$ cat src/rtl/led_status_pkg.sv
// Shared mode/link-state codes, ms-period constants and the per-channel LED pattern decode.
package led_status_pkg;

  typedef enum logic [2:0] {
    MODE_OFF   = 3'd0,
    MODE_ON    = 3'd1,
    MODE_SLOW  = 3'd2,
    MODE_FAST  = 3'd3,
    MODE_PWM   = 3'd4,
    MODE_LINK  = 3'd5,
    MODE_HEART = 3'd6,
    MODE_RSVD  = 3'd7
  } led_mode_e;

  typedef enum logic [1:0] {
    LS_DOWN  = 2'd0,
    LS_TRAIN = 2'd1,
    LS_UP    = 2'd2,
    LS_LOST  = 2'd3
  } link_state_e;

  localparam logic [9:0] MS_LAST         = 10'd999;
  localparam logic [9:0] SLOW_ON_MS      = 10'd500;
  localparam logic [9:0] FAST_PERIOD_MS  = 10'd250;
  localparam logic [9:0] FAST_ON_MS      = 10'd125;
  localparam logic [9:0] HEART_BEAT0_END = 10'd100;
  localparam logic [9:0] HEART_BEAT1_BEG = 10'd200;
  localparam logic [9:0] HEART_BEAT1_END = 10'd300;

  function automatic logic led_pattern(input led_mode_e mode, input logic [9:0] ms,
                                       input link_state_e ls, input logic pwm_on);
    logic slow, fast, heart, res;
    slow  = ms < SLOW_ON_MS;
    fast  = (ms % FAST_PERIOD_MS) < FAST_ON_MS;
    heart = (ms < HEART_BEAT0_END) || ((ms >= HEART_BEAT1_BEG) && (ms < HEART_BEAT1_END));
    res   = 1'b0;
    case (mode)
      MODE_ON:    res = 1'b1;
      MODE_SLOW:  res = slow;
      MODE_FAST:  res = fast;
      MODE_PWM:   res = pwm_on;
      MODE_LINK: begin
        case (ls)
          LS_UP:    res = 1'b1;
          LS_TRAIN: res = fast;
          LS_LOST:  res = slow;
          default:  res = 1'b0;
        endcase
      end
      MODE_HEART: res = heart;
      default:    res = 1'b0;
    endcase
    return res;
  endfunction

endpackage

$ cat src/rtl/pcie_link_mon.sv
// Link FSM (DOWN/TRAIN/UP/LOST) with saturating drop counter; inputs pre-synchronised, state
// registered one clk after input change; no backpressure.
module pcie_link_mon
  import led_status_pkg::*;
#(
  parameter int TICK_DIV   = 250000,
  parameter int HOLD_TICKS = 100
) (
  input  logic        clk,
  input  logic        rst,
  input  logic        link_up_i,
  input  logic        perst_n_i,
  output link_state_e state_o,
  output logic [15:0] drop_cnt_o
);

  // LOST hold is timed from LOST entry so it lasts exactly HOLD_TICKS tick periods.
  localparam int              HOLD_CLKS = TICK_DIV * HOLD_TICKS;
  localparam int              HW        = $clog2(HOLD_CLKS);
  localparam logic [HW-1:0]   HOLD_LAST = HW'(HOLD_CLKS - 1);

  link_state_e   state_q;
  logic [HW-1:0] hold_q;
  logic [15:0]   drop_q;

  always_ff @(posedge clk or posedge rst) begin
    if (rst) begin
      state_q <= LS_DOWN;
      hold_q  <= '0;
      drop_q  <= '0;
    end else if (!perst_n_i) begin
      state_q <= LS_DOWN;
      hold_q  <= '0;
    end else begin
      case (state_q)
        LS_DOWN:  state_q <= LS_TRAIN;
        LS_TRAIN: if (link_up_i) state_q <= LS_UP;
        LS_UP: begin
          if (!link_up_i) begin
            state_q <= LS_LOST;
            hold_q  <= '0;
            if (drop_q != 16'hFFFF) drop_q <= drop_q + 16'd1;
          end
        end
        LS_LOST: begin
          if (hold_q == HOLD_LAST) begin
            state_q <= LS_TRAIN;
            hold_q  <= '0;
          end else begin
            hold_q <= hold_q + HW'(1);
          end
        end
        default: state_q <= LS_DOWN;
      endcase
    end
  end

  assign state_o    = state_q;
  assign drop_cnt_o = drop_q;

endmodule

$ cat src/rtl/pcie_led_status.sv
// PCIe LED status: per-channel pattern LEDs plus link monitor; LED registered one clk after change,
// cfg_ready held high outside reset. PWM mode only with LED_STATUS_PWM_EN (else mode 4 = ON).
module pcie_led_status
  import led_status_pkg::*;
#(
  parameter int NUM_LED    = 8,
  parameter int TICK_DIV   = 250000,
  parameter int HOLD_TICKS = 100
) (
  input  logic               clk,
  input  logic               rst,
  input  logic               pcie_link_up,
  input  logic               pcie_perst_n,
  input  logic               cfg_valid,
  output logic               cfg_ready,
  input  logic [3:0]         cfg_ch,
  input  logic [2:0]         cfg_mode,
  input  logic [7:0]         cfg_duty,
  output logic               cfg_err,
  output logic [NUM_LED-1:0] LED,
  output logic [1:0]         link_state,
  output logic [15:0]        link_drop_cnt
);

  localparam int            TW        = $clog2(TICK_DIV);
  localparam logic [TW-1:0] TICK_LAST = TW'(TICK_DIV - 1);
  localparam logic [4:0]    NUM_LED_W = 5'(NUM_LED);

  logic [1:0]         link_up_sync_q, perst_sync_q;
  logic [TW-1:0]      tick_cnt_q;
  logic [9:0]         ms_q;
  logic               tick;
  logic               cfg_ready_q, cfg_err_q;
  logic               cfg_hit, cfg_wr_ok;
  led_mode_e          mode_q [NUM_LED];
  logic [NUM_LED-1:0] led_q, led_d, pwm_on;
  link_state_e        ls;

  always_ff @(posedge clk or posedge rst) begin
    if (rst) begin
      link_up_sync_q <= '0;
      perst_sync_q   <= '0;
    end else begin
      link_up_sync_q <= {link_up_sync_q[0], pcie_link_up};
      perst_sync_q   <= {perst_sync_q[0], pcie_perst_n};
    end
  end

  assign tick = (tick_cnt_q == TICK_LAST);

  always_ff @(posedge clk or posedge rst) begin
    if (rst) begin
      tick_cnt_q <= '0;
      ms_q       <= '0;
    end else if (tick) begin
      tick_cnt_q <= '0;
      ms_q       <= (ms_q == MS_LAST) ? 10'd0 : ms_q + 10'd1;
    end else begin
      tick_cnt_q <= tick_cnt_q + TW'(1);
    end
  end

  pcie_link_mon #(
    .TICK_DIV  (TICK_DIV),
    .HOLD_TICKS(HOLD_TICKS)
  ) u_link_mon (
    .clk       (clk),
    .rst       (rst),
    .link_up_i (link_up_sync_q[1]),
    .perst_n_i (perst_sync_q[1]),
    .state_o   (ls),
    .drop_cnt_o(link_drop_cnt)
  );

  assign cfg_hit   = cfg_valid && cfg_ready_q;
  assign cfg_wr_ok = cfg_hit && ({1'b0, cfg_ch} < NUM_LED_W);

  always_ff @(posedge clk or posedge rst) begin
    if (rst) begin
      cfg_ready_q <= 1'b0;
      cfg_err_q   <= 1'b0;
      for (int i = 0; i < NUM_LED; i++) mode_q[i] <= (i == 0) ? MODE_LINK : MODE_OFF;
    end else begin
      cfg_ready_q <= 1'b1;
      cfg_err_q   <= cfg_hit && !cfg_wr_ok;
      for (int i = 0; i < NUM_LED; i++)
        if (cfg_wr_ok && (cfg_ch == 4'(i))) mode_q[i] <= led_mode_e'(cfg_mode);
    end
  end

`ifdef LED_STATUS_PWM_EN
  logic [7:0] pwm_cnt_q;
  logic [7:0] duty_q [NUM_LED];

  always_ff @(posedge clk or posedge rst) begin
    if (rst) begin
      pwm_cnt_q <= '0;
      for (int i = 0; i < NUM_LED; i++) duty_q[i] <= '0;
    end else begin
      pwm_cnt_q <= pwm_cnt_q + 8'd1;
      for (int i = 0; i < NUM_LED; i++)
        if (cfg_wr_ok && (cfg_ch == 4'(i))) duty_q[i] <= cfg_duty;
    end
  end

  // Strict compare: duty 0 never lights, duty 255 lights 255 of 256 counts.
  always_comb begin
    pwm_on = '0;
    for (int i = 0; i < NUM_LED; i++) pwm_on[i] = pwm_cnt_q < duty_q[i];
  end
`else
  logic unused_cfg_duty;
  assign unused_cfg_duty = ^cfg_duty;
  assign pwm_on          = '1;
`endif

  always_comb begin
    led_d = '0;
    for (int i = 0; i < NUM_LED; i++) led_d[i] = led_pattern(mode_q[i], ms_q, ls, pwm_on[i]);
  end

  always_ff @(posedge clk or posedge rst) begin
    if (rst) led_q <= '0;
    else     led_q <= led_d;
  end

  assign LED        = led_q;
  assign cfg_ready  = cfg_ready_q;
  assign cfg_err    = cfg_err_q;
  assign link_state = ls;

endmodule

$ cat config.mk
export PLATFORM = sky130hd
export DESIGN_NAME = pcie_led_status
export DESIGN_NICKNAME = d
export VERILOG_FILES = /design/src/rtl/led_status_pkg.sv /design/src/rtl/pcie_link_mon.sv /design/src/rtl/pcie_led_status.sv
export SDC_FILE = /design/constraint.sdc
export NUM_CORES = 1
export LEC_CHECK = 0
export CORE_ASPECT_RATIO = 0.75
export CORE_UTILIZATION = 60
export DETAILED_ROUTE_END_ITERATION = 16
export PLACE_DENSITY = 0.86
export SYNTH_ARGS = -nofsm -noshare
export SYNTH_HDL_FRONTEND = slang
export SYNTH_SLANG_ARGS = --single-unit
$ cat constraint.sdc
create_clock -name clk -period 10 [get_ports clk]
set_input_delay 2.5 -clock clk [delete_from_list [all_inputs] [get_ports clk]]
set_output_delay 2.5 -clock clk [all_outputs]
set_load 0.01 [all_outputs]
==> parameters.txt, run 1 <==
Parameter                              Value

Critical path
  Chain of cells forming the critical path ... clkdlybuf4s50_1
  Critical Path Stages ... 1
  Highest cell delay on the worst timing path ... 0.63 ns
  Required arrival time at the worst endpoint ... 7.50 ns
  Number of cells on the worst reg-to-reg path ... 8
  Category of cells accounting for the largest share of critical-path delay ... buffers and inverters
  CP Launch Type ... flip-flop
  Path type of the worst setup path ... flip-flop to primary output
  Slowest-stage cell, CP ... clkdlybuf4s50_1
  WP data arrival ... 1.48 ns
  Source of the worst register-to-register timing path ... ms_q[5]
  Worst flop-to-flop path endpoint ... LED[3]
  Register-to-Register Setup Slack ... 6.86 ns
  Buffers plus inverters on the worst setup path ... 1
  Capturing element type of the critical path ... primary output
  Crit path max fanout ... 8

Floorplanning
  Die area ... 0.00993 mm²
  Chip Height ... roughly 87 µm
  Count of pins on the block boundary ... 48
  Number of core rows ... 30
  Initial Util ... 0.624
  Std-Cell Core Area ... 0.00916 mm²
  Die boundary width ... between 100 and 150 µm

CTS
  Clock tree from TritonCTS ... done
  Post-CTS Hold Buffers ... 0
  Master cell of the clock root buffer ... clkbuf_16
  Post-CTS Setup Repair Bufs ... 0
  Clock transition at the registers of the reported paths ... 0.07 ns
  Number of buffers inserted during clock tree synthesis ... 9
  Clock tree buffer depth ... 2
  CTS sink cnt ... 109
  H-tree depth ... 3
  Clock Latency Late Sink ... 0.35 ns
  Number of gates resized after cts ... 0

Synthesis
  Synthesized-area fraction occupied by xor and xnor cells ... 0.0873
  Main combinational cell family by area after synthesis ... simple AND/OR/NAND/NOR gates
  Post-synthesis cell count ... 600
  Fraction of the mapped netlist area in adder cells ... 0.0197
  Average cell area after synthesis ... 9.53 µm²
  Most frequently used flop master after synthesis ... dfrtp_1
  Main area contributors after synthesis ... dfrtp_1 (47%), xor2_1 (5.1%), nand2_1 (4.7%)
  Post-synthesis cell area ... approximately 0.0057 mm²
  Mux cell area share after synthesis ... 0.0448
  Area fraction in compound gates after synthesis ... 0.135
  Number of flops mapped to enable cells by yosys ... 0
  Nets in the synthesized netlist ... 629
  Area leader, netlist ... dfrtp_1
  Yosys warning count ... 0
  Number of flip-flops and latches in the synthesized netlist ... approximately 110
  FFs w/ async S/R, synth ... 1.00
  Area share of the largest cell type after synthesis ... 0.468
  Share of the yosys chip area belonging to registers ... 0.477
  Post-synthesis cell type count ... 57
  Share of synthesized cell area in and, or, nand and nor gates ... 0.210

Timing
  Accumulated negative setup slack ... 0 ns
  Final critical-path required period ... 3.98 ns
  Worst slew margin relative to its limit ... 0.342
  Crit path setup slack, layout ... 6.02 ns
  Achievable frequency ... between 200 and 300 MHz
  Tcrit/Tclk final ... 0.398
  Total setup violations reported at the end of the flow ... 0
  Number of failing hold endpoints at the final stage ... 0
  Slew Viols, Final ... 0
  Worst clock skew on the final layout ... 0.00486 ns
  Actual transition at the worst max-transition pin ... 0.976 ns
  RSZ-0062 raised after global routing ... false

Hold path
  Hold worst-path end ... perst_sync_q[1]
  Origin of the worst min-delay path ... perst_sync_q[0]
  Class of the worst hold path ... flip-flop to flip-flop
  Hold Crit Depth ... 0

Global routing
  Met2 demand-to-capacity share in global routing ... 0.441
  Layer with the highest usage after global routing ... met2
  Maximum number of pins on one net before global-route repair ... 66
  Total routing usage reported by global routing ... 0.273
  Met1 track utilization from global routing ... 0.362
  Met3 track utilization from global routing ... 0.0811
  Vias in the first global route ... 4412
  Global-route wire length before repair ... 20900 µm
  Number of antenna violations at the first check in global routing ... 0
  Total overflow reported by the global router ... 0

Power
  Worst VDD drop ... 0.155 mV
  Pwr/cell area ... between 150 and 200 mW/mm²
  P_leak ... approximately 2.8 nW

Finish
  Fraction of layout cells with a size suffix above 1 ... 0.0749
  Total Nets Final ... approximately 670
  Area Growth Syn to Fin ... 13.9%
  N_diodes ... 0

Route
  Number of iterations in the first detailed-routing pass ... 5
  WL final ... 12600 µm
  Starting DRC count in detailed routing ... 425
  DRT antenna net count ... 0
  Remaining routing DRC violations ... 0
  Wire length per cell after detailed routing ... between 15 and 20 µm
  Vias per Instance ... ~6
  Routed vias ... 4630

Status
  Run status ... finished clean

Placed design
  Post-Place Setup Slack ... 5.70 ns
  Number of port buffers ... 39
  Final RePlAce weighted congestion ... 0.852
  Total half-perimeter wirelength after legalization and detailed placement ... 8640 µm

Job
  Max-cap check violation count ... 0
## layout make-up
class | count | area (µm²)
Clock buffer | 11 | 243
Clock inverter | 5 | 58.8
Fill cell | 650 | 2640
Inverter | 18 | 70.1
Multi-Input combinational cell | 456 | 2840
Sequential cell | 109 | 2730
Tap cell | 128 | 160
Timing Repair Buffer | 42 | 413
## metal layers
layer | vias to the layer above | wire, µm
met5 | - | 0
met4 | 0 | 132
met3 | 20 | 934
met2 | 201 | 6120
met1 | 2226 | 5380
li1 | 2183 | -
## stage by stage
stage	hold WS, ns	area (µm²)	power, mW	utilization	std cells
final	0.349	6520	1.07	0.711	769
after global routing	0.373	6520	1.12	0.711	769
after CTS	0.350	6520	1.08	0.711	769
after detailed placement	0.335	6210	0.718	0.679	753
after global placement	0.335	6210	0.703	0.679	753
after floorplan	0.331	5720	0.633	-	600
## synth_stat cells (8+ instances only)
master / instances
nor2_1: 60
nand4_1: 14
and3_1: 22
nand2_1: 72
nand3_1: 29
inv_1: 18
and2_1: 10
a22oi_1: 8
o21ai_0: 41
a21oi_1: 24
xor2_1: 33
clkbuf_1: 10
o211ai_1: 10
mux2_2: 21
nand2b_1: 8
a31oi_1: 10
dfrtp_1: 107
xnor2_1: 24
ha_1: 9
## placed cells by master, fill, tap and decap left out, drive strengths merged, types with 3 or more instances in the layout
| master | instances |
|---|---|
| nand4 | 14 |
| nor3 | 6 |
| o31ai | 3 |
| nor2b | 6 |
| ha | 9 |
| a21oi | 24 |
| and4 | 3 |
| nor3b | 3 |
| o21ai | 43 |
| xor2 | 33 |
| nor4b | 3 |
| nand3b | 3 |
| inv | 19 |
| clkdlybuf4s50 | 39 |
| nand2 | 72 |
| buf | 3 |
| a22oi | 8 |
| dfrtp | 107 |
| a31oi | 11 |
| and3 | 22 |
| nor2 | 60 |
| nand3 | 29 |
| mux2 | 21 |
| a211oi | 3 |
| nand2b | 8 |
| xnor2 | 24 |
| and2 | 11 |
| nor4 | 3 |
| o211ai | 11 |
| clkbuf | 11 |
## state kept, by name, summed over array words and instances, names as in the netlist, 2 cells and up
register and flops:
perst_sync_q 2, tick_cnt_q 18, u_link_mon.drop_cnt_o 16, mode_q 24, ms_q 10, link_up_sync_q 2
u_link_mon.hold_q 25, LED 8, u_link_mon.state_o 2
## cell families after synthesis
logic type / after synthesis
multiplexers: 23
AND/OR/NAND/NOR: 246
AO/OA/AOI/OAI: 120
flip-flops: 109
XOR/XNOR: 57
buffers and inverters: 35
other: 1
adder cells (fa/ha/maj): 9
## report_power, final
group	internal, mW	switching [mW]	leakage [nW]
clock	0.202	0.158	0.142
combinational	0.0885	0.0995	1.21
sequential	0.484	0.0426	1.43
## worst max path at each step
stage | from | endpoint | slack [ns]
floorplan | rst | LED[0] | 4.63
global placement | cfg_ch[2] | mode_q[3] | 5.79
detailed placement | cfg_valid | mode_q[6] | 5.70
CTS | u_link_mon.state_o[0] | link_state[0] | 6.01
global route | cfg_valid | mode_q[6] | 5.90
finish | u_link_mon.state_o[0] | link_state[0] | 6.02
Note: power is estimated with default switching activity, not from simulation.
==> run 2, diff against run 1 <==
--- a/config.mk
+++ b/config.mk
@@ -6,9 +6,9 @@
 export NUM_CORES = 1
 export LEC_CHECK = 0
 export CORE_ASPECT_RATIO = 0.75
-export CORE_UTILIZATION = 60
+export CORE_UTILIZATION = 53
 export DETAILED_ROUTE_END_ITERATION = 16
-export PLACE_DENSITY = 0.86
+export PLACE_DENSITY = 0.81
 export SYNTH_ARGS = -nofsm -noshare
 export SYNTH_HDL_FRONTEND = slang
 export SYNTH_SLANG_ARGS = --single-unit
==> constraint.sdc (replaced) <==
create_clock -name clk -period 3.44 [get_ports clk]
set_input_delay 0.86 -clock clk [delete_from_list [all_inputs] [get_ports clk]]
set_output_delay 0.86 -clock clk [all_outputs]
set_load 0.01 [all_outputs]
==> parameters.txt, run 2 (synthesis results as in run 1) <==
Parameter                              Value

Critical path
  WP data arrival ... 3.11 ns (+1.63 ns)
  Buffers plus inverters on the worst setup path ... 0 (-1)
  Required arrival time at the worst endpoint ... 3.67 ns (-3.83 ns)
  CP Launch Type ... flip-flop
  Chain of cells forming the critical path ... nor2_1 > a2111o_1 > a31oi_2 > nand2_1 > o21ai_2 > mux2i_1 > o211ai_4 > a22oi_1 > nor2_1
  Category of cells accounting for the largest share of critical-path delay ... compound AO/OA/AOI/OAI gates
  Most Frequent Cell on Critical Path ... nor2_1
  Path type of the worst setup path ... flip-flop to flip-flop
  Crit path max fanout ... 23 (+15)
  Highest cell delay on the worst timing path ... 0.78 ns (+0.15 ns)
  Capturing element type of the critical path ... flip-flop
  Slowest-stage cell, CP ... dfrtp_1

Route
  WL final ... 12300 µm (-2.3%)
  Routed length on met2 ... 5860 µm (-4.1%)
  Vias per Instance ... 5.89 (-2.1%)
  Top layer used by detailed routing ... met4
  Wire length per cell after detailed routing ... 15.7 µm (-4.0%)
  Routed vias ... 4613 (-0.37%)
  Remaining routing DRC violations ... 0 (unchanged)
  Sum of met3 wire segment lengths after detailed routing ... 617 µm (-34%)
  Sum of routed wire segments on met1 ... 5660 µm (+5.2%)
  Starting DRC count in detailed routing ... 399 (-6.1%)
  DRT antenna net count ... 0 (unchanged)
  Number of iterations in the first detailed-routing pass ... 5 (unchanged)

Timing
  Number of failing hold endpoints at the final stage ... 0 (unchanged)
  RSZ-0062 raised after global routing ... false
  Accumulated negative setup slack ... 0 ns (unchanged)
  Final critical-path required period ... 2.87 ns
  Actual transition at the worst max-transition pin ... 0.794 ns (-0.182 ns)
  Worst slew margin relative to its limit ... 0.466 (+0.123)
  Worst Hold Margin ... 0.350 ns (+0.000326 ns)
  Tcrit/Tclk final ... 0.835
  Total setup violations reported at the end of the flow ... 0 (unchanged)
  Slew Viols, Final ... 0 (unchanged)
  Achievable frequency ... ~350 MHz
  Worst clock skew on the final layout ... 0.00752 ns (+0.00266 ns)

Global routing
  Global-route wire length before repair ... 21300 µm (+1.7%)
  Number of antenna violations at the first check in global routing ... 0 (unchanged)
  Maximum number of pins on one net before global-route repair ... 63 (-4.5%)
  Vias in the first global route ... 4452 (+0.91%)
  Total overflow reported by the global router ... 0 (unchanged)
  Total routing usage reported by global routing ... 0.243 (-0.0304)

Power
  P_leak ... 2.80 nW (+0.74%)
  Worst VDD drop ... 0.320 mV (+110%)
  Sum of internal, switching and leakage power ... 3.12 mW (+190%)
  Pwr/cell area ... 474 mW/mm² (+190%)

CTS
  Post-CTS Setup Repair Bufs ... 0 (unchanged)
  CTS sink cnt ... 109 (unchanged)
  Clock transition at the registers of the reported paths ... 0.07 ns (about the same)
  Number of buffers inserted during clock tree synthesis ... 9 (unchanged)
  Clock tree from TritonCTS ... done
  Master cell of the clock root buffer ... clkbuf_16
  Number of gates resized after cts ... 0 (unchanged)
  H-tree depth ... 3 (unchanged)
  Clock tree buffer depth ... 2 (unchanged)
  Post-CTS Hold Buffers ... 0 (unchanged)
  Clock Latency Late Sink ... 0.35 ns (about the same)

Floorplanning
  Count of pins on the block boundary ... 48 (unchanged)
  Number of core rows ... 32 (+6.7%)
  Die area ... 0.0112 mm² (+13%)
  Chip Height ... 92.0 µm (+6.3%)
  Std-Cell Core Area ... 0.0104 mm² (+13%)
  Initial Util ... 0.552 (-0.0729)
  Die boundary width ... 122 µm (+6.3%)

Placed design
  Number of port buffers ... 39 (unchanged)
  Total half-perimeter wirelength after legalization and detailed placement ... 8470 µm (-2.1%)
  Final RePlAce weighted congestion ... 0.844 (-0.83%)

Finish
  Area Growth Syn to Fin ... 14.9%
  Register containing the most flip-flops in the final layout ... u_link_mon.hold_q
  Most common cell after layout, fill and taps aside ... dfrtp_1
  Highest-count cells in the layout ignoring fill and taps ... dfrtp_1 (107), nand2_1 (72), nor2_1 (60)
  Fraction of layout cells with a size suffix above 1 ... 0.0835 (+0.00858)
  Regs by FF count ... u_link_mon.hold_q (25), mode_q (24), tick_cnt_q (18)
  Total Nets Final ... 671 (+0.90%)
  N_diodes ... 0 (unchanged)
  Number of flip-flops under the largest register name ... 25 (unchanged)

Status
  Run status ... finished clean

Hold path
  Class of the worst hold path ... flip-flop to flip-flop

Job
  Max-cap check violation count ... 0 (unchanged)
[run 2: cell types whose count changed in the layout (fill, tap and decap cells not counted)]
| cell | previous run | this run |
|---|---|---|
| clkinvlp_4 | 2 | 3 |
| clkinv_2 | 1 | 0 |
| clkbuf_8 | 1 | 0 |
| clkinv_4 | 0 | 2 |
| buf_4 | 3 | 9 |
| inv_4 | 1 | 0 |
[run 2: final timing paths]
kind | from | endpoint | slack (ns) | cells past startpoint
max | ms_q[3] | LED[5] | 0.57 | 9
min | perst_sync_q[0] | perst_sync_q[1] | 0.35 | 0
max in group asynchronous | rst | u_link_mon.drop_cnt_o[0] | 1.82 | 3
min reg2reg | perst_sync_q[0] | perst_sync_q[1] | 0.35 | 0
max reg2reg | ms_q[3] | LED[5] | 0.57 | 9
min in group asynchronous | rst | ms_q[8] | 1.03 | 3
[run 2: worst register-to-register path, stage by stage, from the launching register on]
cell	delay (ns)
dfrtp_1	0.78
nor2_1	0.23
a2111o_1	0.46
a31oi_2	0.19
nand2_1	0.09
o21ai_2	0.21
mux2i_1	0.32
o211ai_4	0.20
a22oi_1	0.22
nor2_1	0.07
[run 2: cell type report]
type | instances | area [µm²]
fillers | 819 | 3800
inverters | 18 | 71.3
clock inverters | 6 | 71.3
multi-input cells | 456 | 2840
well taps | 136 | 170
clock buffers | 10 | 229
flip-flops and latches | 109 | 2730
repair buffers | 48 | 458
[run 2: metrics by stage]
step                cells  cell area [µm²]  setup WS [ns]  utilization
finish                783             6570          0.567        0.634
global route          783             6570          0.339        0.634
CTS                   783             6570          0.614        0.634
detailed placement    767             6270          0.664        0.605
global placement      767             6270          0.730        0.605
floorplan             600             5720           1.08            -
[run 2: per-layer routing]
metal	track usage	up-vias
met2	0.380	123
li1	-	2197
met5	0	-
met1	0.334	2279
met3	0.0616	14
met4	0.0648	0
[run 2: report_power, final]
part / switching [mW] / internal (mW)
logic: 0.285 / 0.267
clock network: 0.469 / 0.570
registers: 0.120 / 1.41
